**src/rtl/ps2_key_decoder.sv**
```systemverilog
// PS/2 scan-code set 2 decoder: tracks E0/F0 prefixes and shift state, maps codes to ASCII,
// and buffers key events in a show-ahead FIFO.
module ps2_key_decoder #(
    parameter int unsigned DEPTH       = 8,
    parameter int unsigned TIMEOUT_CYC = 1_000_000
) (
    input  logic       clk,
    input  logic       rst_n,
    input  logic [7:0] rx_byte,
    input  logic       rx_valid,
    input  logic       rd_en,
    input  logic       ovf_clr,
    output logic       evt_valid,
    output logic [7:0] evt_code,
    output logic       evt_ext,
    output logic       evt_break,
    output logic [7:0] evt_ascii,
    output logic       shift_held,
    output logic       overflow
);

    localparam int unsigned AW = $clog2(DEPTH);
    localparam int unsigned CW = $clog2(TIMEOUT_CYC + 1);
    localparam logic [CW-1:0] CntMax = CW'(TIMEOUT_CYC);

    typedef enum logic [1:0] {StIdle, StExt, StBrk, StExtBrk} state_e;

    typedef struct packed {
        logic [7:0] code;
        logic       ext;
        logic       brk;
        logic [7:0] ascii;
    } evt_t;

    function automatic logic [7:0] ascii_of(input logic [7:0] code, input logic ext,
                                            input logic shift);
        logic [7:0] a;
        a = 8'h00;
        case (code)
            8'h1C: a = 8'h61;  8'h32: a = 8'h62;  8'h21: a = 8'h63;  8'h23: a = 8'h64;
            8'h24: a = 8'h65;  8'h2B: a = 8'h66;  8'h34: a = 8'h67;  8'h33: a = 8'h68;
            8'h43: a = 8'h69;  8'h3B: a = 8'h6A;  8'h42: a = 8'h6B;  8'h4B: a = 8'h6C;
            8'h3A: a = 8'h6D;  8'h31: a = 8'h6E;  8'h44: a = 8'h6F;  8'h4D: a = 8'h70;
            8'h15: a = 8'h71;  8'h2D: a = 8'h72;  8'h1B: a = 8'h73;  8'h2C: a = 8'h74;
            8'h3C: a = 8'h75;  8'h2A: a = 8'h76;  8'h1D: a = 8'h77;  8'h22: a = 8'h78;
            8'h35: a = 8'h79;  8'h1A: a = 8'h7A;
            default: a = 8'h00;
        endcase
        if (a != 8'h00) begin
            if (shift) a = a - 8'h20;
        end else begin
            case (code)
                8'h45: a = 8'h30;  8'h16: a = 8'h31;  8'h1E: a = 8'h32;  8'h26: a = 8'h33;
                8'h25: a = 8'h34;  8'h2E: a = 8'h35;  8'h36: a = 8'h36;  8'h3D: a = 8'h37;
                8'h3E: a = 8'h38;  8'h46: a = 8'h39;
                8'h29: a = 8'h20;  8'h5A: a = 8'h0D;  8'h66: a = 8'h08;
                default: a = 8'h00;
            endcase
        end
        return ext ? 8'h00 : a;
    endfunction

    state_e        state_q, state_d;
    logic [CW-1:0] cnt_q, cnt_d;
    logic          lshift_q, lshift_d, rshift_q, rshift_d;
    logic [AW:0]   wr_ptr_q, wr_ptr_d, rd_ptr_q, rd_ptr_d;
    evt_t          mem_q [DEPTH];
    evt_t          mem_d [DEPTH];
    logic          ovf_q, ovf_d;

    logic is_ext, is_brk, push, pop, push_ok, empty, full;
    evt_t new_evt, head;

    assign is_ext = (state_q == StExt) || (state_q == StExtBrk);
    assign is_brk = (state_q == StBrk) || (state_q == StExtBrk);
    assign empty  = (wr_ptr_q == rd_ptr_q);
    assign full   = (wr_ptr_q[AW] != rd_ptr_q[AW]) && (wr_ptr_q[AW-1:0] == rd_ptr_q[AW-1:0]);

    always_comb begin
        state_d  = state_q;
        cnt_d    = (cnt_q == CntMax) ? cnt_q : cnt_q + 1'b1;
        lshift_d = lshift_q;
        rshift_d = rshift_q;
        push     = 1'b0;
        new_evt  = '{code: rx_byte, ext: is_ext, brk: is_brk,
                     ascii: ascii_of(rx_byte, is_ext, lshift_q | rshift_q)};
        if (rx_valid) begin
            cnt_d = '0;
            case (rx_byte)
                8'hE0:        state_d = is_brk ? StExtBrk : StExt;
                8'hF0:        state_d = is_ext ? StExtBrk : StBrk;
                8'h00, 8'hFF: state_d = StIdle;
                default: begin
                    push    = 1'b1;
                    state_d = StIdle;
                    // Shift state follows the key even if the event itself is dropped.
                    if (!is_ext && rx_byte == 8'h12) lshift_d = !is_brk;
                    if (!is_ext && rx_byte == 8'h59) rshift_d = !is_brk;
                end
            endcase
        end else if (state_q != StIdle && cnt_q == CntMax) begin
            state_d = StIdle;
        end
    end

    always_comb begin
        pop      = rd_en && !empty;
        push_ok  = push && (!full || pop);
        mem_d    = mem_q;
        if (push_ok) mem_d[wr_ptr_q[AW-1:0]] = new_evt;
        wr_ptr_d = wr_ptr_q + (AW + 1)'(push_ok);
        rd_ptr_d = rd_ptr_q + (AW + 1)'(pop);
        ovf_d    = ovf_q;
        if (push && !push_ok) ovf_d = 1'b1;
        else if (ovf_clr)     ovf_d = 1'b0;
    end

    always_ff @(posedge clk) begin
        if (!rst_n) begin
            state_q  <= StIdle;
            cnt_q    <= '0;
            lshift_q <= 1'b0;
            rshift_q <= 1'b0;
            wr_ptr_q <= '0;
            rd_ptr_q <= '0;
            ovf_q    <= 1'b0;
            for (int i = 0; i < DEPTH; i++) mem_q[i] <= '0;
        end else begin
            state_q  <= state_d;
            cnt_q    <= cnt_d;
            lshift_q <= lshift_d;
            rshift_q <= rshift_d;
            wr_ptr_q <= wr_ptr_d;
            rd_ptr_q <= rd_ptr_d;
            ovf_q    <= ovf_d;
            mem_q    <= mem_d;
        end
    end

    assign head       = mem_q[rd_ptr_q[AW-1:0]];
    assign evt_valid  = !empty;
    assign evt_code   = empty ? 8'h00 : head.code;
    assign evt_ext    = !empty && head.ext;
    assign evt_break  = !empty && head.brk;
    assign evt_ascii  = empty ? 8'h00 : head.ascii;
    assign shift_held = lshift_q | rshift_q;
    assign overflow   = ovf_q;

endmodule
```
**config.mk**
```make
export PLATFORM = sky130hd
export DESIGN_NAME = ps2_key_decoder
export DESIGN_NICKNAME = d
export VERILOG_FILES = /design/src/rtl/ps2_key_decoder.sv
export SDC_FILE = /design/constraint.sdc
export NUM_CORES = 1
export LEC_CHECK = 0
export ABC_AREA = 1
export BUFFER_PORTS_ARGS = -buffer_cell sky130_fd_sc_hd__buf_2
export CAP_MARGIN = 20
export CORE_MARGIN = 5
export CORE_UTILIZATION = 50
export DETAILED_ROUTE_END_ITERATION = 8
export PLACE_DENSITY = 0.68
export SLEW_MARGIN = 20
export SYNTH_ARGS = -nofsm -noshare
export SYNTH_HDL_FRONTEND = slang
export SYNTH_SLANG_ARGS = --single-unit
export TNS_END_PERCENT = 50
```
**constraint.sdc**
```tcl
create_clock -name clk -period 2.6 [get_ports clk]
set_input_delay 0.78 -clock clk [delete_from_list [all_inputs] [get_ports clk]]
set_output_delay 0.78 -clock clk [all_outputs]
set_load 0.005 [all_outputs]
```
==> results.cfg <==
[detailed_routing]
top_layer = met4
routed_wl_um = 27900
drtIter0Drc = 849
via_per_inst = 5.38
wirelength_met1_um = 12300
drtPass1Iterations = 6
post-route-drc-count = 0
wl_met3_um = 2130
vias = 9203
wl_per_cell_um = 16.3
ant_nets = 0
met2_length_um = 12800

[synthesis]
synthesis.area_sq_mm = 0.00906
ys_types = 36
ys_warn_count = 0
yosys_register_bits = 177
yosys-top-cells-area = dfxtp_1 39%, nand2_1 14%, a21oi_1 14%, o21ai_0 7.6%, inv_1 7.3%
yosysSeqAreaShare_pct = 39.1
synth_top_area_share_pct = 39.1
synth_edf_count = 0
synthArstFlopShare_pct = 0
syn_area_per_cell_sq_um = 6.59
yosysTopAreaCell = dfxtp_1
synth_fp_nets = 1403
yosys_most_used_dff = dfxtp_1
synthCells = 1375

[cells_and_area]
drive_gt1_share_pct = 16.7
area_growth_pct = 23.5
diodes = 0
nets = 1498
final_cell_area_sq_mm = 0.0112
post-route-util_pct = 62.5
fill_cells = 1666

[timing]
fin_worst_skew_ps = 11.1
slew_headroom_pct = 55.4
final_max_slew_viol_count = 0
timing.final.crit_share_pct = 105
tightest_slew_ps = 664
hold_viol = 0
fmax_ghz = 0.365
period_needed_ps = 2740
setup_ws_ps = -138
grt_setup_unrepaired = yes
setup_violations = 18
whs_ps = 455

[setup_path]
path_class = reg2out
cp_max_fo = 5
end_kind = output pin
start_kind = register
arrival_ps = 1960
cp.required_ps = 1820

[pwr]
vdd_drop_max_uv = 484
p_int_mw = 4.97
p_comb_share_pct = 22.4
powerDensity_mw_per_mm2 = 639
cellLeakagePower_nw = 4.79
seqPwrFrac_pct = 39.5
finalPower_mw = 7.15
clkPwrFrac_pct = 38.1
p_sw_share_pct = 30.5
power.switching_mw = 2.18

[place]
pre_cts_ws_ps = -319
dpl_cell_area_sq_mm = 0.0102
dp_hpwl_um = 17700
gp_congestion = 0.975
portBuffers = 33

[clock_tree]
ctsHoldBuffers = 0
cts_buffers = 17
h-tree-depth = 4
cts_root_buf = clkbuf_16
cts_tree = built
path_clk_slew_ps = 70
cts_sinks = 177
clockBufferDepth = 2
clkLatencyLatePin_ps = 440

[die]
coreArea_sq_mm = 0.0179
std_cell_rows = 49
die_area_sq_mm = 0.0209
start_util_pct = 50.6
die_y_um = 145
die_w_um = 145
pin_count = 34

[min_path]
min_path_type = reg2reg

[global_routing]
grt_max_degree = 112
grt_usage_pct = 26.5
grt_pass1_wl_um = 43400
grt_overflow = 0
grt_pass1_vias = 8220
antenna_found_initial = 0

[run_status]
violations = setup timing
outcome = finished with violations

[run]
drv_cap = 0
-- final cells by class --
type / count / area (sq um) / area share (%)
Clock buffer: 17 / 425 / 3.80
Multi-Input combinational cell: 932 / 4630 / 41.4
Timing Repair Buffer: 152 / 1370 / 12.2
Tap cell: 229 / 287 / 2.56
Sequential cell: 177 / 3560 / 31.8
Clock inverter: 15 / 200 / 1.79
Inverter: 190 / 726 / 6.48
-- cells by family (layout without fill, tap and decap cells) --
| kind of cell | Yosys count | count (layout) | synth area share, % |
|---|---|---|---|
| AND/OR/NAND/NOR | 497 | 497 | 23.2 |
| flip-flops | 177 | 177 | 39.1 |
| XOR/XNOR | 5 | 5 | 0.483 |
| adder cells (fa/ha/maj) | 15 | 15 | 2.07 |
| buffers and inverters | 266 | 374 | 11.6 |
| AO/OA/AOI/OAI | 415 | 415 | 23.5 |
-- final timing paths --
kind | from | to | slack [ps] | cells after the start
min | mem_q[53] | mem_q[53] | 450 | 2
max | wr_ptr_q[0] | evt_ascii[3] | -140 | 11
min reg2reg | mem_q[53] | mem_q[53] | 450 | 2
max reg2reg | wr_ptr_q[0] | rd_ptr_q[2] | 30 | 20
-- through the flow --
stage	setup TNS, ps	cells
floorplan	0	1375
global placement	-20950	1666
detailed placement	-24840	1666
CTS	-2770	1706
global route	-4680	1712
finish	-2130	1712
-- repair_timing --
item                                   in CTS  in global routing
setup endpoints to repair                  19                 86
cloned                                      0                  3
endpoints found under the hold margin       0                  0
resized for setup                          15                 38
buffers inserted                            8                  3
pin swaps                                   2                  5
-- worst max-delay path, cell delays in order (launching register included) --
cell and delay [ps]:
dfxtp_4 360, buf_6 120, nand2_2 40, nand4_1 80, nor2_2 150, inv_2 60, nor2_4 130, clkinv_4 130
clkbuf_16 190, nand2_4 70, a31oi_4 40, buf_2 150
-- cells in the final DEF, fill, tap and decap left out, types with 3 or more instances in the layout --
master	instances
clkinv_2	5
buf_6	3
a21oi_1	244
o21bai_1	6
or2_2	4
nand2_4	6
dfxtp_1	172
nand3_2	4
nor4_1	7
a31oi_1	17
nand4_1	10
ha_1	12
inv_2	7
inv_6	5
inv_1	174
nor2_2	3
buf_4	94
dfxtp_4	3
nor3_1	16
nand2_1	317
bufinv_16	3
nand3_1	67
clkinv_1	3
ha_2	3
clkbuf_16	19
clkinv_4	4
nor2_1	43
o21ai_0	136
buf_2	32
nand2_2	13
buf_12	21
-- power by group through the flow --
stage          sequential (mW)  clock (mW)  combinational (mW)
4_1_cts                   2.82        2.75                1.42
3_5_place_dp              2.89           0                1.32
6_report                  2.83        2.72                1.60
2_1_floorplan             2.88           0               0.797
3_3_place_gp              2.88           0                1.31
5_1_grt                   2.83        2.88                1.75
-- cell usage after synthesis, types with 6 or more instances --
| library cell | number |
|---|---|
| nand2_1 | 332 |
| a21oi_1 | 246 |
| dfxtp_1 | 177 |
| inv_1 | 176 |
| o21ai_0 | 138 |
| nand3_1 | 70 |
| clkbuf_1 | 46 |
| nor2_1 | 46 |
| a31oi_1 | 21 |
| buf_2 | 17 |
| nor3_1 | 16 |
| ha_1 | 15 |
| nand4_1 | 10 |
| buf_1 | 8 |
| nor4_1 | 7 |
| o21bai_1 | 6 |
-- metal layers --
metal / track usage, % / vias to the layer above
met3: 4.40 / 60
li1: - / 4675
met4: 8.49 / 0
met2: 41.6 / 346
met1: 37.1 / 4122
met5: 0 / -
-- sequential cells by signal, summed over array words and instances, names as in the netlist --
| name | count |
|---|---|
| rd_ptr_q | 4 |
| state_q | 2 |
| lshift_q | 1 |
| rshift_q | 1 |
| mem_q | 144 |
| overflow | 1 |
| cnt_q | 20 |
| wr_ptr_q | 4 |
(Power assumes the default switching activity.)
